==> src/rtl/exec_stage.sv <==
// Execute stage: single-cycle ALU/branch/address ops, two-cycle multiply and
// a 32-step restoring divider, handed to the memory stage via enabled/completed.
module exec_stage #(
  parameter int DIV_STEPS = 32
) (
  input  logic        clk,
  input  logic        rstn,
  input  logic        enabled,
  input  logic [4:0]  op,
  input  logic        use_imm,
  input  logic [31:0] rs1_val,
  input  logic [31:0] rs2_val,
  input  logic [31:0] imm,
  input  logic [31:0] pc,
  output logic        completed,
  output logic [4:0]  op_n,
  output logic [31:0] result,
  output logic [31:0] store_data,
  output logic        branch_taken,
  output logic [31:0] branch_target
);

  localparam int CNT_W = $clog2(DIV_STEPS);

  localparam logic [4:0] OP_SUB   = 5'd1,  OP_SLL  = 5'd2,  OP_SLT   = 5'd3,  OP_SLTU  = 5'd4;
  localparam logic [4:0] OP_XOR   = 5'd5,  OP_SRL  = 5'd6,  OP_SRA   = 5'd7,  OP_OR    = 5'd8;
  localparam logic [4:0] OP_AND   = 5'd9,  OP_MUL  = 5'd10, OP_MULH  = 5'd11, OP_MULHU = 5'd13;
  localparam logic [4:0] OP_DIV   = 5'd14, OP_REM  = 5'd16, OP_REMU  = 5'd17, OP_ADDR  = 5'd18;
  localparam logic [4:0] OP_LUI   = 5'd19, OP_AUIPC = 5'd20, OP_JAL  = 5'd21, OP_JALR  = 5'd22;
  localparam logic [4:0] OP_BEQ   = 5'd23, OP_BNE  = 5'd24, OP_BLT   = 5'd25, OP_BGE   = 5'd26;
  localparam logic [4:0] OP_BLTU  = 5'd27, OP_BGEU = 5'd28;

  typedef enum logic [1:0] {IDLE = 2'd0, MUL_WAIT = 2'd1, DIV_RUN = 2'd2} state_e;

  state_e             state_q, state_d;
  logic [CNT_W-1:0]   count_q, count_d;
  logic               done_q, done_d;
  logic [4:0]         op_n_q, op_n_d;
  logic [31:0]        result_q, result_d;
  logic [31:0]        store_data_q, store_data_d;
  logic               branch_taken_q, branch_taken_d;
  logic [31:0]        branch_target_q, branch_target_d;
  logic [63:0]        prod_q, prod_d;
  logic [31:0]        rem_q, rem_d, quo_q, quo_d, dvs_q, dvs_d;
  logic               q_neg_q, q_neg_d, r_neg_q, r_neg_d;

  logic               is_mul, is_div, div_signed, div_is_rem, div_fast, last_step;
  logic [31:0]        div_fast_res, dvd_mag, dvs_mag;
  logic signed [32:0] mul_a, mul_b;
  logic signed [63:0] mul_full;
  logic [32:0]        div_trial;
  logic               div_fit;
  logic [31:0]        rem_step, quo_step, q_final, r_final;
  logic [31:0]        alu_b, jalr_sum, exec_result, exec_target;
  logic               exec_taken;

  assign is_mul     = op inside {[OP_MUL:OP_MULHU]};
  assign is_div     = op inside {[OP_DIV:OP_REMU]};
  assign div_signed = (op == OP_DIV) || (op == OP_REM);
  assign div_is_rem = (op == OP_REM) || (op == OP_REMU);
  assign div_fast   = (rs2_val == 32'd0) ||
                      (div_signed && rs1_val == 32'h8000_0000 && rs2_val == 32'hFFFF_FFFF);
  assign div_fast_res = (rs2_val == 32'd0) ? (div_is_rem ? rs1_val : 32'hFFFF_FFFF)
                                           : (div_is_rem ? 32'd0   : 32'h8000_0000);
  assign dvd_mag = (div_signed && rs1_val[31]) ? 32'd0 - rs1_val : rs1_val;
  assign dvs_mag = (div_signed && rs2_val[31]) ? 32'd0 - rs2_val : rs2_val;

  // Low word is sign-agnostic, so only the high-word variants steer operand extension.
  assign mul_a    = {(op != OP_MULHU) && rs1_val[31], rs1_val};
  assign mul_b    = {(op == OP_MULH) && rs2_val[31], rs2_val};
  assign mul_full = 64'(mul_a) * 64'(mul_b);

  // Remainder stays below the divisor, so bit 32 of the trial is a clean borrow flag.
  assign div_trial = {rem_q, quo_q[31]} - {1'b0, dvs_q};
  assign div_fit   = ~div_trial[32];
  assign rem_step  = div_fit ? div_trial[31:0] : {rem_q[30:0], quo_q[31]};
  assign quo_step  = {quo_q[30:0], div_fit};
  assign q_final   = q_neg_q ? 32'd0 - quo_step : quo_step;
  assign r_final   = r_neg_q ? 32'd0 - rem_step : rem_step;
  assign last_step = (count_q == CNT_W'(DIV_STEPS - 1));

  always_comb begin
    alu_b       = (use_imm && op != OP_SUB) ? imm : rs2_val;
    jalr_sum    = rs1_val + imm;
    exec_result = '0;
    exec_taken  = 1'b0;
    exec_target = pc + imm;
    case (op)
      OP_SUB:   exec_result = rs1_val - rs2_val;
      OP_SLL:   exec_result = rs1_val << alu_b[4:0];
      OP_SLT:   exec_result = {31'd0, $signed(rs1_val) < $signed(alu_b)};
      OP_SLTU:  exec_result = {31'd0, rs1_val < alu_b};
      OP_XOR:   exec_result = rs1_val ^ alu_b;
      OP_SRL:   exec_result = rs1_val >> alu_b[4:0];
      OP_SRA:   exec_result = $unsigned($signed(rs1_val) >>> alu_b[4:0]);
      OP_OR:    exec_result = rs1_val | alu_b;
      OP_AND:   exec_result = rs1_val & alu_b;
      OP_ADDR:  exec_result = rs1_val + imm;
      OP_LUI:   exec_result = imm;
      OP_AUIPC: exec_result = pc + imm;
      OP_JAL: begin
        exec_result = pc + 32'd4;
        exec_taken  = 1'b1;
      end
      OP_JALR: begin
        exec_result = pc + 32'd4;
        exec_taken  = 1'b1;
        exec_target = {jalr_sum[31:1], 1'b0};
      end
      OP_BEQ:   exec_taken = (rs1_val == rs2_val);
      OP_BNE:   exec_taken = (rs1_val != rs2_val);
      OP_BLT:   exec_taken = ($signed(rs1_val) < $signed(rs2_val));
      OP_BGE:   exec_taken = ($signed(rs1_val) >= $signed(rs2_val));
      OP_BLTU:  exec_taken = (rs1_val < rs2_val);
      OP_BGEU:  exec_taken = (rs1_val >= rs2_val);
      default:  exec_result = rs1_val + alu_b;
    endcase
  end

  always_ff @(posedge clk) begin
    if (!rstn) begin
      state_q         <= IDLE;
      count_q         <= '0;
      done_q          <= 1'b0;
      op_n_q          <= '0;
      result_q        <= '0;
      store_data_q    <= '0;
      branch_taken_q  <= 1'b0;
      branch_target_q <= '0;
      prod_q          <= '0;
      rem_q           <= '0;
      quo_q           <= '0;
      dvs_q           <= '0;
      q_neg_q         <= 1'b0;
      r_neg_q         <= 1'b0;
    end else begin
      state_q         <= state_d;
      count_q         <= count_d;
      done_q          <= done_d;
      op_n_q          <= op_n_d;
      result_q        <= result_d;
      store_data_q    <= store_data_d;
      branch_taken_q  <= branch_taken_d;
      branch_target_q <= branch_target_d;
      prod_q          <= prod_d;
      rem_q           <= rem_d;
      quo_q           <= quo_d;
      dvs_q           <= dvs_d;
      q_neg_q         <= q_neg_d;
      r_neg_q         <= r_neg_d;
    end
  end

  always_comb begin
    state_d = state_q;
    case (state_q)
      IDLE: begin
        if (enabled) begin
          if (is_mul)                    state_d = MUL_WAIT;
          else if (is_div && !div_fast)  state_d = DIV_RUN;
        end
      end
      MUL_WAIT: state_d = IDLE;
      DIV_RUN:  if (last_step) state_d = IDLE;
      default:  state_d = IDLE;
    endcase
  end

  always_comb begin
    count_d         = count_q;
    done_d          = done_q;
    op_n_d          = op_n_q;
    result_d        = result_q;
    store_data_d    = store_data_q;
    branch_taken_d  = branch_taken_q;
    branch_target_d = branch_target_q;
    prod_d          = prod_q;
    rem_d           = rem_q;
    quo_d           = quo_q;
    dvs_d           = dvs_q;
    q_neg_d         = q_neg_q;
    r_neg_d         = r_neg_q;
    case (state_q)
      IDLE: begin
        if (enabled) begin
          op_n_d         = op;
          store_data_d   = rs2_val;
          done_d         = 1'b0;
          branch_taken_d = 1'b0;
          if (is_mul) begin
            prod_d = mul_full;
          end else if (is_div) begin
            if (div_fast) begin
              result_d = div_fast_res;
              done_d   = 1'b1;
            end else begin
              quo_d   = dvd_mag;
              rem_d   = '0;
              dvs_d   = dvs_mag;
              q_neg_d = div_signed && (rs1_val[31] ^ rs2_val[31]);
              r_neg_d = div_signed && rs1_val[31];
              count_d = '0;
            end
          end else begin
            result_d        = exec_result;
            branch_taken_d  = exec_taken;
            branch_target_d = exec_target;
            done_d          = 1'b1;
          end
        end
      end
      MUL_WAIT: begin
        result_d = (op_n_q == OP_MUL) ? prod_q[31:0] : prod_q[63:32];
        done_d   = 1'b1;
      end
      DIV_RUN: begin
        rem_d   = rem_step;
        quo_d   = quo_step;
        count_d = count_q + CNT_W'(1);
        if (last_step) begin
          result_d = ((op_n_q == OP_REM) || (op_n_q == OP_REMU)) ? r_final : q_final;
          done_d   = 1'b1;
          count_d  = '0;
        end
      end
      default: ;
    endcase
  end

  assign completed     = done_q & ~enabled;
  assign op_n          = op_n_q;
  assign result        = result_q;
  assign store_data    = store_data_q;
  assign branch_taken  = branch_taken_q;
  assign branch_target = branch_target_q;

endmodule

==> config.mk <==
export PLATFORM = sky130hd
export DESIGN_NAME = exec_stage
export DESIGN_NICKNAME = d
export VERILOG_FILES = /design/src/rtl/exec_stage.sv
export SDC_FILE = /design/constraint.sdc
export NUM_CORES = 2
export LEC_CHECK = 0
export BUFFER_PORTS_ARGS = -buffer_cell sky130_fd_sc_hd__buf_2
export CORE_ASPECT_RATIO = 0.9
export CORE_MARGIN = 1.5
export CORE_UTILIZATION = 39
export CTS_CLUSTER_SIZE = 28
export DETAILED_ROUTE_END_ITERATION = 8
export REMOVE_ABC_BUFFERS = 1
export SETUP_SLACK_MARGIN = 0.02
export SYNTH_ARGS = -nofsm -noshare
export SYNTH_HDL_FRONTEND = slang
export SYNTH_SLANG_ARGS = --single-unit
==> constraint.sdc <==
create_clock -name clk -period 29 [get_ports clk]
set_input_delay 4.35 -clock clk [delete_from_list [all_inputs] [get_ports clk]]
set_output_delay 4.35 -clock clk [all_outputs]
set_load 0.02 [all_outputs]
==> results.json <==
{
  "ys_seq_area_share_pct": 7.99,
  "crit_top_cell": "fa_1",
  "clock_sink_count": 272,
  "multi_input_area_um2": 55800,
  "finalWirelength_mm": 315,
  "critPathRequiredTime_ps": 29480,
  "syn_inst": 8572,
  "ys_async_sr_fraction_pct": 0,
  "cts_hold_buf": 0,
  "antenna_found_initial": 22,
  "slowest_delay_ps": 970,
  "h-tree-depth": 2,
  "synth_edf_count": 0,
  "postCtsSetupBuffers": 0,
  "num_vias": 64200,
  "rsz0062_at_grt": "false",
  "avgRoutedWirePerCell_um": 29.1,
  "cts.repair.resized": 0,
  "clk_latency_ps": 620,
  "fin_skew_ps": 40.7,
  "start_kind": "primary input",
  "wl_met3_mm": 31.7,
  "grt_pass1_vias": 63700,
  "drv_slew": 0,
  "hold_depth": 2,
  "relSlewSlack_pct": 12.0,
  "grt_pass1_wl_mm": 453,
  "maxCapViolations": 0,
  "end_kind": "flop",
  "max_freq_ghz": 0.0711,
  "synth_area_um2": 68200,
  "yosysTopAreaCellShare_pct": 33.2,
  "core_area_um2": 174000,
  "area_delta_synth_final_pct": 7.10,
  "ys_ff_latch": 272,
  "min_period_ps": 14060,
  "worstPathMaxFanout": 31,
  "wl_met2_mm": 137,
  "status": "finished clean",
  "grt_max_degree": 80,
  "fp-row-count": 145,
  "worstMarginPinSlew_ps": 1320,
  "start_util_pct": 39.3,
  "post_drt_via_cell_ratio": 5.93,
  "critPathArrivalTime_ps": 14540,
  "synth_cell_types": 103,
  "clk_path_buf_depth": 3,
  "synth_warnings": 0,
  "clkSlewWorstSetupHoldPaths_ps": 60,
  "ff2ff_path_depth": 23,
  "place_hpwl_mm": 245,
  "cts_root_buf": "clkbuf_16",
  "drive_above_1_share_pct": 7.30,
  "period_share_pct": 48.5,
  "dr.first_iter.drc_count": 6791,
  "io_pins": 240,
  "dieArea_um2": 177000,
  "finalNetCount": 10300,
  "overflow": 0,
  "routed.top_layer": "met5",
  "cp.depth": 29,
  "grt_usage_pct": 35.1,
  "seq_area_um2": 5450,
  "critPathKind": "primary input to flop",
  "portBuffers": 239,
  "hold_violations": 0,
  "die_h_um": 400,
  "cts_tree": "yes",
  "numCtsBuffers": 37,
  "setup_tns_ps": 0,
  "die_x_um": 444,
  "ys.flop_type": "dfxtp_1",
  "drc": 0,
  "hp-class": "flop to flop",
  "final_antenna_net_count": 0,
  "syn_area_per_cell_um2": 7.95,
  "crit_family": "adder cells",
  "yosysTopAreaCell": "fa_1",
  "synth_top_cells_by_area": "fa_1, ha_1, dfxtp_1",
  "drt_pass1_iterations": 6,
  "finalSetupViolCount": 0,
  "worstPathBufferInverterCount": 11,
  "gp_congestion": 1.05,
  "n_fill_cell": 17600,
  "met1_length_mm": 126,
  "crit_path_top_delay_cell": "fa_1"
}
kinds of logic after synthesis:
logic type	count (synthesis)	synth area share (%)
AND/OR/NAND/NOR	2637	16.4
buffers and inverters	1871	10.4
AO/OA/AOI/OAI	1642	15.6
adder cells (fa/ha/maj)	1609	42.0
XOR/XNOR	326	4.19
flip-flops	272	7.99
multiplexers	215	3.49
state kept, by name (all words and copies together) (netlist names), 32 cells and up:
name           cells
branch_target     32
quo_q             32
rem_q             32
store_data        32
prod_q            64
dvs_q             32
result            32
stage by stage:
step           area, um2  hold slack, ps  setup WS (ps)  utilization [%]  cells
2_1_floorplan      66100             428          16080                -   8045
3_3_place_gp       71700             436          14620             41.3  10800
3_5_place_dp       71700             445          14500             41.3  10800
4_1_cts            73000             452          15090             42.0  10800
5_1_grt            73000             467          14570             42.0  10800
6_report           73000             450          14940             42.1  10800
worst min-delay path, stage by stage (launching register included):
cell and delay, ps:
dfxtp_1 300, nand2_1 50, a21oi_1 50
path summary, 6_finish.rpt:
| check | startpoint | to | slack [ps] |
|---|---|---|---|
| max | rs1_val[31] | prod_q[62]$_SDFFE_PN0P_ | 14940 |
| min | branch_target[9]$_SDFFE_PN0P_ | branch_target[9]$_SDFFE_PN0P_ | 450 |
| max reg2reg | quo_q[31]$_SDFFE_PN0P_ | result[16]$_SDFFE_PN0P_ | 22760 |
| min reg2reg | branch_target[9]$_SDFFE_PN0P_ | branch_target[9]$_SDFFE_PN0P_ | 450 |
cell usage in the layout (no fill, tap or decap), drive strengths merged, types with 18 or more instances in the layout:
| cell | n |
|---|---|
| inv | 1332 |
| nand2 | 1329 |
| fa | 1130 |
| nor2 | 755 |
| ha | 479 |
| a21oi | 479 |
| buf | 428 |
| o21ai | 347 |
| dfxtp | 272 |
| xnor2 | 217 |
| mux2i | 166 |
| nor3 | 119 |
| a21o | 116 |
| xor2 | 109 |
| nand3 | 104 |
| a211oi | 97 |
| o211ai | 68 |
| a31oi | 64 |
| nand4 | 59 |
| a221oi | 49 |
| clkbuf | 49 |
| o31ai | 43 |
| a22oi | 39 |
| o21bai | 37 |
| mux2 | 37 |
| or3 | 37 |
| nor2b | 36 |
| nand2b | 36 |
| o21a | 34 |
| o221ai | 32 |
| and2 | 30 |
| o22ai | 29 |
| nor4 | 28 |
| and3 | 26 |
| a311oi | 25 |
| clkinv | 23 |
| o2111ai | 21 |
| a211o | 18 |
cell type report:
type | count | share of cell area (%)
antenna | 7 | 0.0240
clock buffer | 49 | 1.41
clock inverter | 17 | 0.307
inverter | 1344 | 6.92
multi-input combinational | 6429 | 76.4
sequential | 272 | 7.46
tap | 2278 | 3.90
timing repair buffer | 428 | 3.58
synth_stat cells, types with 116 or more instances:
cell and n:
nand2_1 1329, inv_1 1328, fa_1 1130, nor2_1 755, ha_1 479, a21oi_1 477
clkbuf_1 383, o21ai_0 332, dfxtp_1 272, xnor2_1 217, mux2i_1 163, nor3_1 119
a21o_1 116
layer usage:
metal / vias to the layer above / GRT usage (%)
met5: - / 0
met4: 10 / 19.7
met3: 644 / 7.43
met2: 3516 / 54.5
met1: 32400 / 45.5
li1: 27600 / -
Power is not shown: default switching activity piles up to over one toggle a cycle in this logic, so the estimate is an artifact.
